File: config.mk
export PLATFORM = sky130hd
export DESIGN_NAME = address_demapper
export DESIGN_NICKNAME = d
export VERILOG_FILES = /design/src/rtl/address_demapper.sv
export SDC_FILE = /design/constraint.sdc
export NUM_CORES = 1
export LEC_CHECK = 0
export ABC_AREA = 0
export BUFFER_PORTS_ARGS = -buffer_cell sky130_fd_sc_hd__buf_2
export CORE_ASPECT_RATIO = 0.75
export CORE_MARGIN = 8
export CORE_UTILIZATION = 35
export CTS_CLUSTER_DIAMETER = 60
export DETAILED_ROUTE_END_ITERATION = 16
export SKIP_LAST_GASP = 1
export SLEW_MARGIN = 20
export SYNTH_ARGS = -nofsm -noshare
export SYNTH_HDL_FRONTEND = slang
export SYNTH_SLANG_ARGS = --single-unit
File: constraint.sdc
create_clock -name clk -period 6.2 [get_ports clk]
set_clock_uncertainty 0.1 [all_clocks]
set_input_delay 1.86 -clock clk [delete_from_list [all_inputs] [get_ports clk]]
set_output_delay 1.86 -clock clk [all_outputs]
set_load 0.01 [all_outputs]
File: src/rtl/address_demapper.sv
// Rebuilds a byte-aligned NASTI address from DFI {rank, bank, row, column}
// coordinates. Two registered stages with valid/ready on both sides; each
// result is flagged when its coordinates are illegal for the current geometry.
//   r_width: 0..4 = r11..r15 (codes above 4 decode as r15)
//   c_width: 0..2 = c9..c11  (code 3 decodes as c11)
module address_demapper #(
    parameter int unsigned C_NASTI_ADDR_WIDTH = 32,
    parameter int unsigned C_DFI_CS_WIDTH     = 2,
    parameter int unsigned C_DFI_DATA_WIDTH   = 64,
    parameter int unsigned C_ID_WIDTH         = 4
) (
    input  logic                          clk,
    input  logic                          rst,
    input  logic [2:0]                    r_width,
    input  logic [1:0]                    c_width,
    input  logic                          bor,
    input  logic                          in_valid,
    output logic                          in_ready,
    input  logic [C_DFI_CS_WIDTH-1:0]     in_rank,
    input  logic [2:0]                    in_bank,
    input  logic [15:0]                   in_row,
    input  logic [11:0]                   in_column,
    input  logic [C_ID_WIDTH-1:0]         in_id,
    output logic                          out_valid,
    input  logic                          out_ready,
    output logic [C_NASTI_ADDR_WIDTH-1:0] out_addr,
    output logic [C_ID_WIDTH-1:0]         out_id,
    output logic                          out_err
);

    localparam int unsigned OFFSET_BITS = $clog2(C_DFI_DATA_WIDTH / 16);
    localparam int unsigned KB          = (C_DFI_CS_WIDTH > 1) ? $clog2(C_DFI_CS_WIDTH) : 0;
    localparam int unsigned RANK_W      = (KB > 0) ? KB : 1;
    // Wide enough for every field at its highest possible position plus the
    // full output width, so overflow bits can be detected before truncation.
    localparam int unsigned WIDE_W      = C_NASTI_ADDR_WIDTH + OFFSET_BITS + 12 + 16 + 3 + RANK_W;
    localparam int unsigned SH_W        = $clog2(WIDE_W + 1);

    // Geometry decode
    logic [SH_W-1:0] cb;
    logic [SH_W-1:0] rb;
    logic [11:0]     col_mask;
    logic [15:0]     row_mask;

    // Rank decode
    logic              rank_onehot;
    logic [RANK_W-1:0] rank_pos;

    // Stage 1 registers
    logic                  s1_valid;
    logic [2:0]            s1_bank;
    logic [15:0]           s1_row;
    logic [11:0]           s1_column;
    logic [C_ID_WIDTH-1:0] s1_id;
    logic [RANK_W-1:0]     s1_rank_idx;
    logic                  s1_err;

    // Handshake and stage-2 datapath
    logic              in_fire;
    logic              s2_load;
    logic              in_err_c;
    logic [11:0]       col_m;
    logic [15:0]       row_m;
    logic [SH_W-1:0]   row_sh;
    logic [SH_W-1:0]   top_sh;
    logic [WIDE_W-1:0] wide;
    logic              s2_err_c;

    // Column/row widths and masks for the current geometry
    always_comb begin
        cb       = SH_W'(12);
        col_mask = 12'hFFF;
        case (c_width)
            2'd0:    begin cb = SH_W'(10); col_mask = 12'h3FF; end
            2'd1:    begin cb = SH_W'(11); col_mask = 12'h7FF; end
            default: ;
        endcase
        rb       = SH_W'(16);
        row_mask = 16'hFFFF;
        case (r_width)
            3'd0:    begin rb = SH_W'(12); row_mask = 16'h0FFF; end
            3'd1:    begin rb = SH_W'(13); row_mask = 16'h1FFF; end
            3'd2:    begin rb = SH_W'(14); row_mask = 16'h3FFF; end
            3'd3:    begin rb = SH_W'(15); row_mask = 16'h7FFF; end
            default: ;
        endcase
    end

    // One-hot check and set-bit position of the incoming chip select
    always_comb begin
        rank_onehot = (in_rank != '0) &&
                      ((in_rank & (in_rank - C_DFI_CS_WIDTH'(1))) == '0);
        rank_pos    = '0;
        for (int i = 0; i < C_DFI_CS_WIDTH; i++) begin
            if (in_rank[i]) begin
                rank_pos = RANK_W'(i);
            end
        end
    end

    // Handshake: S2 loads when empty or draining, S1 frees up when S2 loads
    always_comb begin
        s2_load  = s1_valid && (!out_valid || out_ready);
        in_ready = !s1_valid || s2_load;
        in_fire  = in_valid && in_ready;
        in_err_c = (|(in_column & ~col_mask)) || (|(in_row & ~row_mask)) || !rank_onehot;
    end

    // Stage 1 valid flag
    always_ff @(posedge clk) begin
        if (rst) begin
            s1_valid <= 1'b0;
        end else if (in_fire) begin
            s1_valid <= 1'b1;
        end else if (s2_load) begin
            s1_valid <= 1'b0;
        end
    end

    // Stage 1 payload capture; qualified by s1_valid so no reset needed
    always_ff @(posedge clk) begin
        if (in_fire) begin
            s1_bank     <= in_bank;
            s1_row      <= in_row;
            s1_column   <= in_column;
            s1_id       <= in_id;
            s1_rank_idx <= rank_onehot ? rank_pos : '0;
            s1_err      <= in_err_c;
        end
    end

    // Assemble the address in a wide vector; anything above the output width is an error
    always_comb begin
        col_m  = s1_column & col_mask;
        row_m  = s1_row & row_mask;
        row_sh = SH_W'(OFFSET_BITS) + cb;
        top_sh = row_sh + rb;
        wide   = (WIDE_W'(col_m) << OFFSET_BITS) | (WIDE_W'(row_m) << row_sh);
        if (bor) begin
            wide = wide | (WIDE_W'(s1_rank_idx) << top_sh)
                        | (WIDE_W'(s1_bank) << (top_sh + SH_W'(KB)));
        end else begin
            wide = wide | (WIDE_W'(s1_bank) << top_sh)
                        | (WIDE_W'(s1_rank_idx) << (top_sh + SH_W'(3)));
        end
        s2_err_c = s1_err || (|wide[WIDE_W-1:C_NASTI_ADDR_WIDTH]);
    end

    // Stage 2 output register; holds while stalled
    always_ff @(posedge clk) begin
        if (rst) begin
            out_valid <= 1'b0;
            out_addr  <= '0;
            out_id    <= '0;
            out_err   <= 1'b0;
        end else if (s2_load) begin
            out_valid <= 1'b1;
            out_addr  <= wide[C_NASTI_ADDR_WIDTH-1:0];
            out_id    <= s1_id;
            out_err   <= s2_err_c;
        end else if (out_ready) begin
            out_valid <= 1'b0;
        end
    end

endmodule

After elaboration in Yosys (flattened, before gate mapping)
Cells that the tools add are included.
Storage, ports and cells
  logic and storage cells: 67
  input port bits: 47
  flip-flop bits (word level): 76
Operators by class
  add/subtract/negate cells: 5
  bitwise gates (word level): 12
  eq/ne operators: 4
  muxes and demuxes: 10
  shifts and indexed selects: 5
  reduce and logical (&&, ||, !) cells: 20
Operators with widths (count)
  66-bit bitwise OR: 4
  1-bit by 7-bit << shifter with 66-bit output: 2
  3-bit by 7-bit << shifter with 66-bit output: 2
  66-bit two-way mux: 1
  14-bit by 66-bit bitwise OR with 66-bit output: 1
  16-bit by 7-bit << shifter with 66-bit output: 1
  16-bit one-hot mux with 4 select lines: 1
  34-bit OR reduction: 1
  16-bit AND: 2
  12-bit AND: 2
  12-bit one-hot mux with 2 select lines: 1
  5-bit one-hot mux with 4 select lines: 1
  16-bit NOT: 1
  16-bit OR reduction: 1
  12-bit NOT: 1
  12-bit OR reduction: 1
  2-bit by 7-bit adder with 7-bit output, first input constant: 1
  7-bit by 1-bit adder with 7-bit output, second input constant: 1
  7-bit by 2-bit adder with 7-bit output, second input constant: 1
  7-bit adder: 1
  3-bit by 2-bit == test with 1-bit output, second input constant: 2
  3-bit one-hot mux with 2 select lines: 1
  2-bit nonzero test: 3
  1-bit logical OR: 5
  other kinds (9): 18

Depth between registers and ports, before layout
Gate-level depths: netlist of the first run.
  word-level depth: 10
  mapped depth: 15
  mapped depth without buffers: 13

Least setup slack after synthesis of the first run
No wires, ideal clock.
  path type: input -> register
  start point: input r_width[2]
  end point: register out_err
  required time: 5.971 ns
  setup time: 0.129 ns
  buffers on the path: 5
  stages: 15
  arrival: 4.996 ns
  path slack: 0.974 ns
  path through: buf_2 clkbuf_1 nor2b_1 ha_1 fa_1 ha_1 clkbuf_1 buf_4 buf_2 o22ai_1 a211o_1 a211oi_1 o211ai_1 o31ai_1 a31oi_1
On the way
  word-level cells in the longest chain between the ends: 10
  elaborated cells on any way between the ends: 23
  classes of those cells: add/sub: 3; eq/ne: 3; shift: 5; mux: 3; bitwise: 6; reduce/logical: 3
RTL lines
  start, declared: RTL line 14  | input logic [2:0] r_width,
  branches (longest 7 deep; another with 7-bit adder)
  66-bit two-way mux (*): RTL line 139  | if (bor) begin
  34-bit OR reduction (*): RTL line 146  | s2_err_c = s1_err || (|wide[WIDE_W-1:C_NASTI_ADDR_WIDTH]);
  1-bit logical OR (*): RTL line 146
  end signal, assigned: RTL line 160  | out_err <= s2_err_c;
  end, declared: RTL line 28  | output logic out_err
Mark *: on every way between the ends.
A chain may end at the register's enable or synchronous reset.

Worst setup path after layout of the first run
  start point: input c_width[0]
  end point: register out_err
On the way
  word-level cells in the longest chain between the ends: 10
  elaborated cells on any way between the ends: 20
  classes of those cells: add/sub: 4; eq/ne: 1; shift: 5; mux: 2; bitwise: 5; reduce/logical: 3
RTL lines
  start, declared: RTL line 15  | input logic [1:0] c_width,
  2-bit by 1-bit == test with 1-bit output / 2-bit zero test (equally long branches): RTL line 73  | case (c_width)
  3-bit one-hot mux with 2 select lines (*): RTL line 73
  2-bit by 7-bit adder with 7-bit output (*): RTL line 136  | row_sh = SH_W'(OFFSET_BITS) + cb;
  7-bit adder / 16-bit by 7-bit << shifter with 66-bit output (equally long branches): RTL line 137, 138
  7-bit by 1-bit adder with 7-bit output, or another cell as far along: RTL line 141  | | (WIDE_W'(s1_bank) << (top_sh + SH_W'(KB)));
  3-bit by 7-bit << shifter with 66-bit output, or another cell as far along: RTL line 141
  66-bit bitwise OR, on equally long branches: RTL line 141, 144
  66-bit two-way mux (*): RTL line 139
  34-bit OR reduction (*): RTL line 146
  1-bit logical OR (*): RTL line 146
Every way passes the cells marked *; elsewhere a longest branch is shown, timed or not.

==> impl_results.md, run 1 <==
* Ant diodes at 0
* Final nets at 705
* Warnings, synthesis at 0
* Util after Layout at 42.7%
* Row cnt at 37
* Post-DP HPWL at 12,800 um
* Synth Area in Adders at 1.72%
* Clock power frac at 34.0%
* Final setup viols at 0
* Via Count at 4,874
* Gate Count Post-Synth at 567
* Die footprint at 17,700 sq um
* Area taken by multi-input logic gates at 2680 sq um
* CP dominant cell by count: ha_1
* Placeable core area at 13,600 sq um
* Crit start category: input pin
* Status: finished, final reports clean
* Root buf cell: clkbuf_16
* Number of CTS-inserted buffers at 9
* Synth top area share at 23.2%
* I/O pins at 86
* Combinational power share at 27.4%
* Main combinational cell family by area after synthesis: compound AO/OA/AOI/OAI gates
* DR WL/cell at 20.4 um
* Period Utilization, post-route at 85.8%
* Ys async rst share at 0%
* Fin Setup TNS at 0 ns
* Top-count cell post-synth: nor2_1
* Reg power frac at 38.5%
* Kind of critical path: in -> reg
* Vias per cell at 5.86
* GRT overflow at 0
* # DRC at 0
* Net Sw Power at 513 uW
* PortBufs at 85
* Max clock buf depth at 2
* Register area at 1890 sq um
* Post-synth EDFFs at 37
* Slew Limit Fails at 0
* Worst reg-to-reg setup slack at 3.41 ns
* RSZ-0062 raised after global routing: no
* Cell-internal power at 995 uW
* Post-CTS Setup Inserts at 0
* Crit-path max cell delay at 0.57 ns
* WHS Path Cells at 2
* Crit path arrival time at 5.44 ns
* Crit-path cells: buf_2, inv_1, nor2_1, ha_1, fa_1, ha_1, and3_1, nor3_1, nor2_2, a2111oi_2, o211ai_1, o31ai_1, buf_4, a31oi_1
* Post_cts resized at 0
* Syn nets at 620
* PwrDens at 260 nW/um^2
* Switching share of power at 34.0%
* Gr usage total at 19.2%
* Seq/Total Area, Yosys at 39.5%
* DRT iter0 DRCs at 474
* H-tree depth at 3
* DRT Wirelength at 17,000 um
* Synth top cells by count: nor2_1, nand2_1, dfxtp_1
* Final Power at 1.51 mW
* RR Endpoint: out_addr[11]$_SDFFE_PP0P_
* First-pass GRT wire length at 27,000 um
* Post-synthesis compound-gate area fraction at 23.9%
* CP top delay family: adder cells
* Vias in the first global route at 4,890
* Routed Antenna Nets at 0
* Pre-antenna DRT Iters at 5
* Die width at 151 um
* Period minus WS final at 5.32 ns
* Post-Synth XOR/XNOR Area at 2.35%
* Post-synthesis cell type count at 68
* Ys flop type: dfxtp_1
* Cts hold-fix bufs at 0
* Netlist Area Pre-Place at 4790 sq um
* Synth area leaders: edfxtp_1, dfxtp_1, nor2_1, nand2_1, a21oi_1
* GP Congestion at 0.930
* Area Overhead vs Synth at 21.0%
* MaxCap Viol Count at 0
* Leakage at 2.29 nW
* Max Freq at 188 MHz
* Peak supply drop at 0.167 mV
* Largest area contributor in the netlist: edfxtp_1
* # clock sinks at 76
* Cells on worst reg2reg path at 7
* Initial antenna violation count at 0
* Worst Hold Class: reg -> reg
* CP required at 6.32 ns
* Crit-path slowest cell: ha_1
* Largest net degree at the start of global routing at 40
* Worst r2r src: s1_rank_idx$_SDFFCE_PN0P_
* Die H at 117 um
* Final hold slack at 0.357 ns
* Fill cells at 1,370
* Critical Path End Type: flip-flop
* Slew @ Worst Pin at 1.04 ns
* Syn_area_per_cell at 8.45 sq um
* CTS tree: done
* CP Buf/Inv Count at 3
* Mux contribution to synthesized area at 4.86%
* Synth Register Bits at 76
* Final Hold Viols at 0
* Simple-gate area share of the yosys netlist at 22.9%
* Clock transition at path regs at 0.07 ns
* Min-Delay Endpoint: out_addr[23]$_SDFFE_PP0P_
* Hold_sp: out_addr[23]$_SDFFE_PP0P_
* Worst-Skew Late Latency at 0.34 ns
* Crit path max fanout at 14
* Worst slew margin at 30.4%
* Initial Util at 35.3%
* Fraction of layout instances using a drive strength above 1 at 23.7%
## worst register-to-register path: cells and delay by family (launching register included)
kind / cells / cell delay [ns]
DFF: 1 / 0.74
and+or+nand+nor: 5 / 1.52
AOI/OAI and AO/OA: 2 / 0.35
## sequential cells by signal, indices dropped and copies added, names as in the netlist, 3 cells and up
name and count:
s1_column 12, out_id 4, s1_row 16, s1_id 4, out_addr 32, s1_bank 3
## per-stage QoR
step                std cells  area, sq um  worst slack (ns)
floorplan                 567         4790             0.974
global placement          816         5510             0.593
detailed placement        816         5510             0.641
CTS                       832         5800             0.971
global route              832         5800             0.667
finish                    832         5800             0.879
## power groups by stage
stage / sequential [mW] / combinational [mW] / clock [mW]
final: 0.581 / 0.414 / 0.513
after global routing: 0.584 / 0.450 / 0.545
after CTS: 0.581 / 0.405 / 0.522
after detailed placement: 0.591 / 0.404 / 0
after global placement: 0.591 / 0.405 / 0
after floorplan: 0.590 / 0.258 / 0
## cell type report
class	instances	area share, %
Timing Repair Buffer	120	11.9
Clock buffer	9	3.88
Tap cell	175	3.78
Sequential cell	76	32.6
Inverter	7	0.453
Multi-Input combinational cell	438	46.2
Clock inverter	7	1.17
## cells by family (layout without fill, tap and decap cells)
logic type / count (synthesis) / after routing
buffers and inverters: 53 / 143
muxes: 22 / 22
xor gates and xnor gates: 9 / 9
DFF: 76 / 76
AOI/OAI and AO/OA: 164 / 164
adders and majority gates: 6 / 6
and+or+nand+nor: 237 / 237
## metal layers
metal	wire length, um	global-route usage (%)
met1	7650	26.8
met2	7230	28.1
met3	1750	6.03
met4	348	4.81
met5	0	0
## placed cells by master, fill, tap and decap left out, types with 6 or more instances in the layout
master,instances
edfxtp_1,37
a221oi_1,7
nor2b_1,10
a311oi_1,10
nor3_1,26
nor2_1,72
a21oi_1,36
mux2i_1,15
a32oi_1,6
nor4_1,6
clkbuf_16,9
o21ai_0,26
a31oi_1,12
nand2b_1,9
a211oi_1,15
nand3_1,24
buf_2,85
and2_1,6
inv_1,6
nand2_1,63
buf_4,35
nand4_1,6
dfxtp_1,39
## worst max path at each step
stage	startpoint	to	cells after the start
finish	c_width[0]	out_err$_SDFFE_PP0P_	14
global route	c_width[0]	out_err$_SDFFE_PP0P_	14
CTS	c_width[0]	out_addr[8]$_SDFFE_PP0P_	14
detailed placement	c_width[0]	out_addr[8]$_SDFFE_PP0P_	14
global placement	c_width[0]	out_err$_SDFFE_PP0P_	14
floorplan	r_width[2]	out_err$_SDFFE_PP0P_	15
Note: power is estimated with default switching activity, not from simulation.
==> inputs of run 2 (changes only) <==
Settings changed: CORE_ASPECT_RATIO 0.75 to unset.
==> run 2 against run 1 <==
Sequential power about the same. Critical path type unchanged. First-iteration DRC count down 14%. Sequential share of layout area up 0.53 points. Largest cell class unchanged.
==> impl_results.md, run 2 (synthesis results as in run 1) <==
* Min-Delay Endpoint: out_addr[23]$_SDFFE_PP0P_ (unchanged)
* Vias per cell at 5.85 (was 5.86)
* Worst r2r src: s1_bank[2]$_DFFE_PP_ (was s1_rank_idx$_SDFFCE_PN0P_)
* Area Overhead vs Synth at 19.1% (was 21.0%)
* DR WL/cell at 20.3 um (was 20.4 um)
* Placeable core area at 13,300 sq um (was 13,600 sq um)
* Via Count at 4,821 (was 4,874)
* GP Congestion at 0.930 (about the same)
* Die footprint at 17,700 sq um (about the same)
* Max Freq at 184 MHz (was 188 MHz)
* Period Utilization, post-route at 87.8% (was 85.8%)
* First-pass GRT wire length at 26,700 um (was 27,000 um)
* Worst Hold Class: reg -> reg (unchanged)
* Period minus WS final at 5.44 ns (was 5.32 ns)
* Pre-CTS WS at 0.554 ns (was 0.641 ns)
* Final setup viols at 0 (unchanged)
* Worst-Skew Late Latency at 0.33 ns (was 0.34 ns)
* Commonest cells after routing, fill and taps aside: buf_2, nor2_1, nand2_1 (unchanged)
* Post-CTS Setup Inserts at 0 (unchanged)
* Commonest non-fill, non-tap cell in the layout: buf_2 (unchanged)
* Final Hold Viols at 0 (unchanged)
* MaxCap Viol Count at 0 (unchanged)
* DRT Wirelength at 16,700 um (was 17,000 um)
* Initial antenna violation count at 0 (unchanged)
* PortBufs at 85 (unchanged)
* Setup ws final at 0.755 ns (was 0.879 ns)
* GR peak layer: met2 (unchanged)
* Fin Setup TNS at 0 ns (unchanged)
* Peak supply drop at 0.125 mV (was 0.167 mV)
* Post-DP HPWL at 12,500 um (was 12,800 um)
* Max clock buf depth at 2 (unchanged)
* Number of CTS-inserted buffers at 9 (unchanged)
* # clock sinks at 76 (unchanged)
* Met1 global-route usage at 25.2% (was 26.8%)
* Final hold slack at 0.354 ns (was 0.357 ns)
* Kind of critical path: in -> reg (unchanged)
* Util after Layout at 42.9% (was 42.7%)
* Row cnt at 42 (was 37)
* Hold_sp: out_addr[23]$_SDFFE_PP0P_ (unchanged)
* Top flop regs: out_addr (32), s1_row (16), s1_column (12) (unchanged)
* Initial Util at 36.0% (was 35.3%)
* Crit path arrival time at 5.58 ns (was 5.44 ns)
* Post_cts resized at 0 (unchanged)
* Clock transition at path regs at 0.06 ns (was 0.07 ns)
* DRT iter0 DRCs at 407 (was 474)
* I/O pins at 86 (unchanged)
* Pre-antenna DRT Iters at 5 (unchanged)
* Routed Antenna Nets at 0 (unchanged)
* Cts hold-fix bufs at 0 (unchanged)
* GRT met3 Usage at 4.31% (was 6.03%)
* Worst reg-to-reg setup slack at 3.59 ns (was 3.41 ns)
* Biggest register: out_addr (unchanged)
* Critical Path End Type: flip-flop (unchanged)
* Slew @ Worst Pin at 0.909 ns (was 1.04 ns)
* H-tree depth at 3 (unchanged)
* PwrDens at 256 nW/um^2 (was 260 nW/um^2)
* Status: finished, final reports clean (unchanged)
* Root buf cell: clkbuf_16 (unchanged)
* GRT overflow at 0 (unchanged)
* Leakage at 2.24 nW (was 2.29 nW)
* Crit path max fanout at 11 (was 14)
* Fraction of layout instances using a drive strength above 1 at 22.5% (was 23.7%)
* Cells on worst reg2reg path at 6 (was 7)
* Vias in the first global route at 4,767 (was 4,890)
* Largest net degree at the start of global routing at 49 (was 40)
* RSZ-0062 raised after global routing: no (unchanged)
* Final nets at 696 (was 705)
* Die H at 133 um (was 117 um)
* WHS Path Cells at 2 (unchanged)
* Crit start category: input pin (unchanged)
* CP required at 6.34 ns (was 6.32 ns)
* CTS tree: done (unchanged)
* # DRC at 0 (unchanged)
* RR Endpoint: out_addr[28]$_SDFFE_PP0P_ (was out_addr[11]$_SDFFE_PP0P_)
* Ant diodes at 0 (unchanged)
* Max reg flops at 32 (unchanged)
* Slew Limit Fails at 0 (unchanged)
* Worst slew margin at 39.4% (was 30.4%)
* Gr usage total at 18.9% (was 19.2%)
* Die width at 133 um (was 151 um)
* Met2 Use GR at 29.0% (was 28.1%)
[run 2: through the flow]
stage                     instance area [sq um]  total power [mW]  instances
after global routing                       5710              1.53        824
after detailed placement                   5440             0.983        808
after floorplan                            4790             0.848        567
after CTS                                  5710              1.46        824
after global placement                     5440             0.980        808
final                                      5710              1.46        824
[run 2: final cells by class]
cell class	instances	area [sq um]
inverter	7	26.3
multi-input combinational	438	2680
fill	1348	7590
timing repair buffer	111	621
clock buffer	10	229
sequential	76	1890
clock inverter	6	37.5
tap	176	220
[run 2: critical path, stage by stage]
cell	delay (ns)
buf_2	0.11
inv_1	0.12
nor2_1	0.09
ha_1	0.24
fa_1	0.69
ha_1	0.38
xor2_2	0.52
mux2_4	0.36
o22ai_1	0.45
nor2b_1	0.31
nand2_1	0.16
a311oi_1	0.31
[run 2: routing by layer]
metal	vias to the layer above	wire [um]
met3	29	1180
li1	2279	-
met5	-	0
met1	2294	7630
met4	0	421
met2	219	7480
[run 2: power by group]
| part | switching (mW) | leakage, nW | internal, mW |
|---|---|---|---|
| clock network | 0.209 | 0.138 | 0.272 |
| logic | 0.255 | 1.42 | 0.145 |
| registers | 0.0211 | 0.682 | 0.560 |
[run 2: worst max path at each step]
stage	depth (start not counted)	slack [ns]	end	startpoint
after detailed placement	12	0.55	out_addr[28]$_SDFFE_PP0P_	c_width[0]
after global routing	12	0.56	out_addr[28]$_SDFFE_PP0P_	c_width[0]
final	12	0.76	out_addr[28]$_SDFFE_PP0P_	c_width[0]
after floorplan	15	0.97	out_err$_SDFFE_PP0P_	r_width[2]
after global placement	12	0.55	out_addr[28]$_SDFFE_PP0P_	c_width[0]
after CTS	12	0.88	out_addr[28]$_SDFFE_PP0P_	c_width[0]
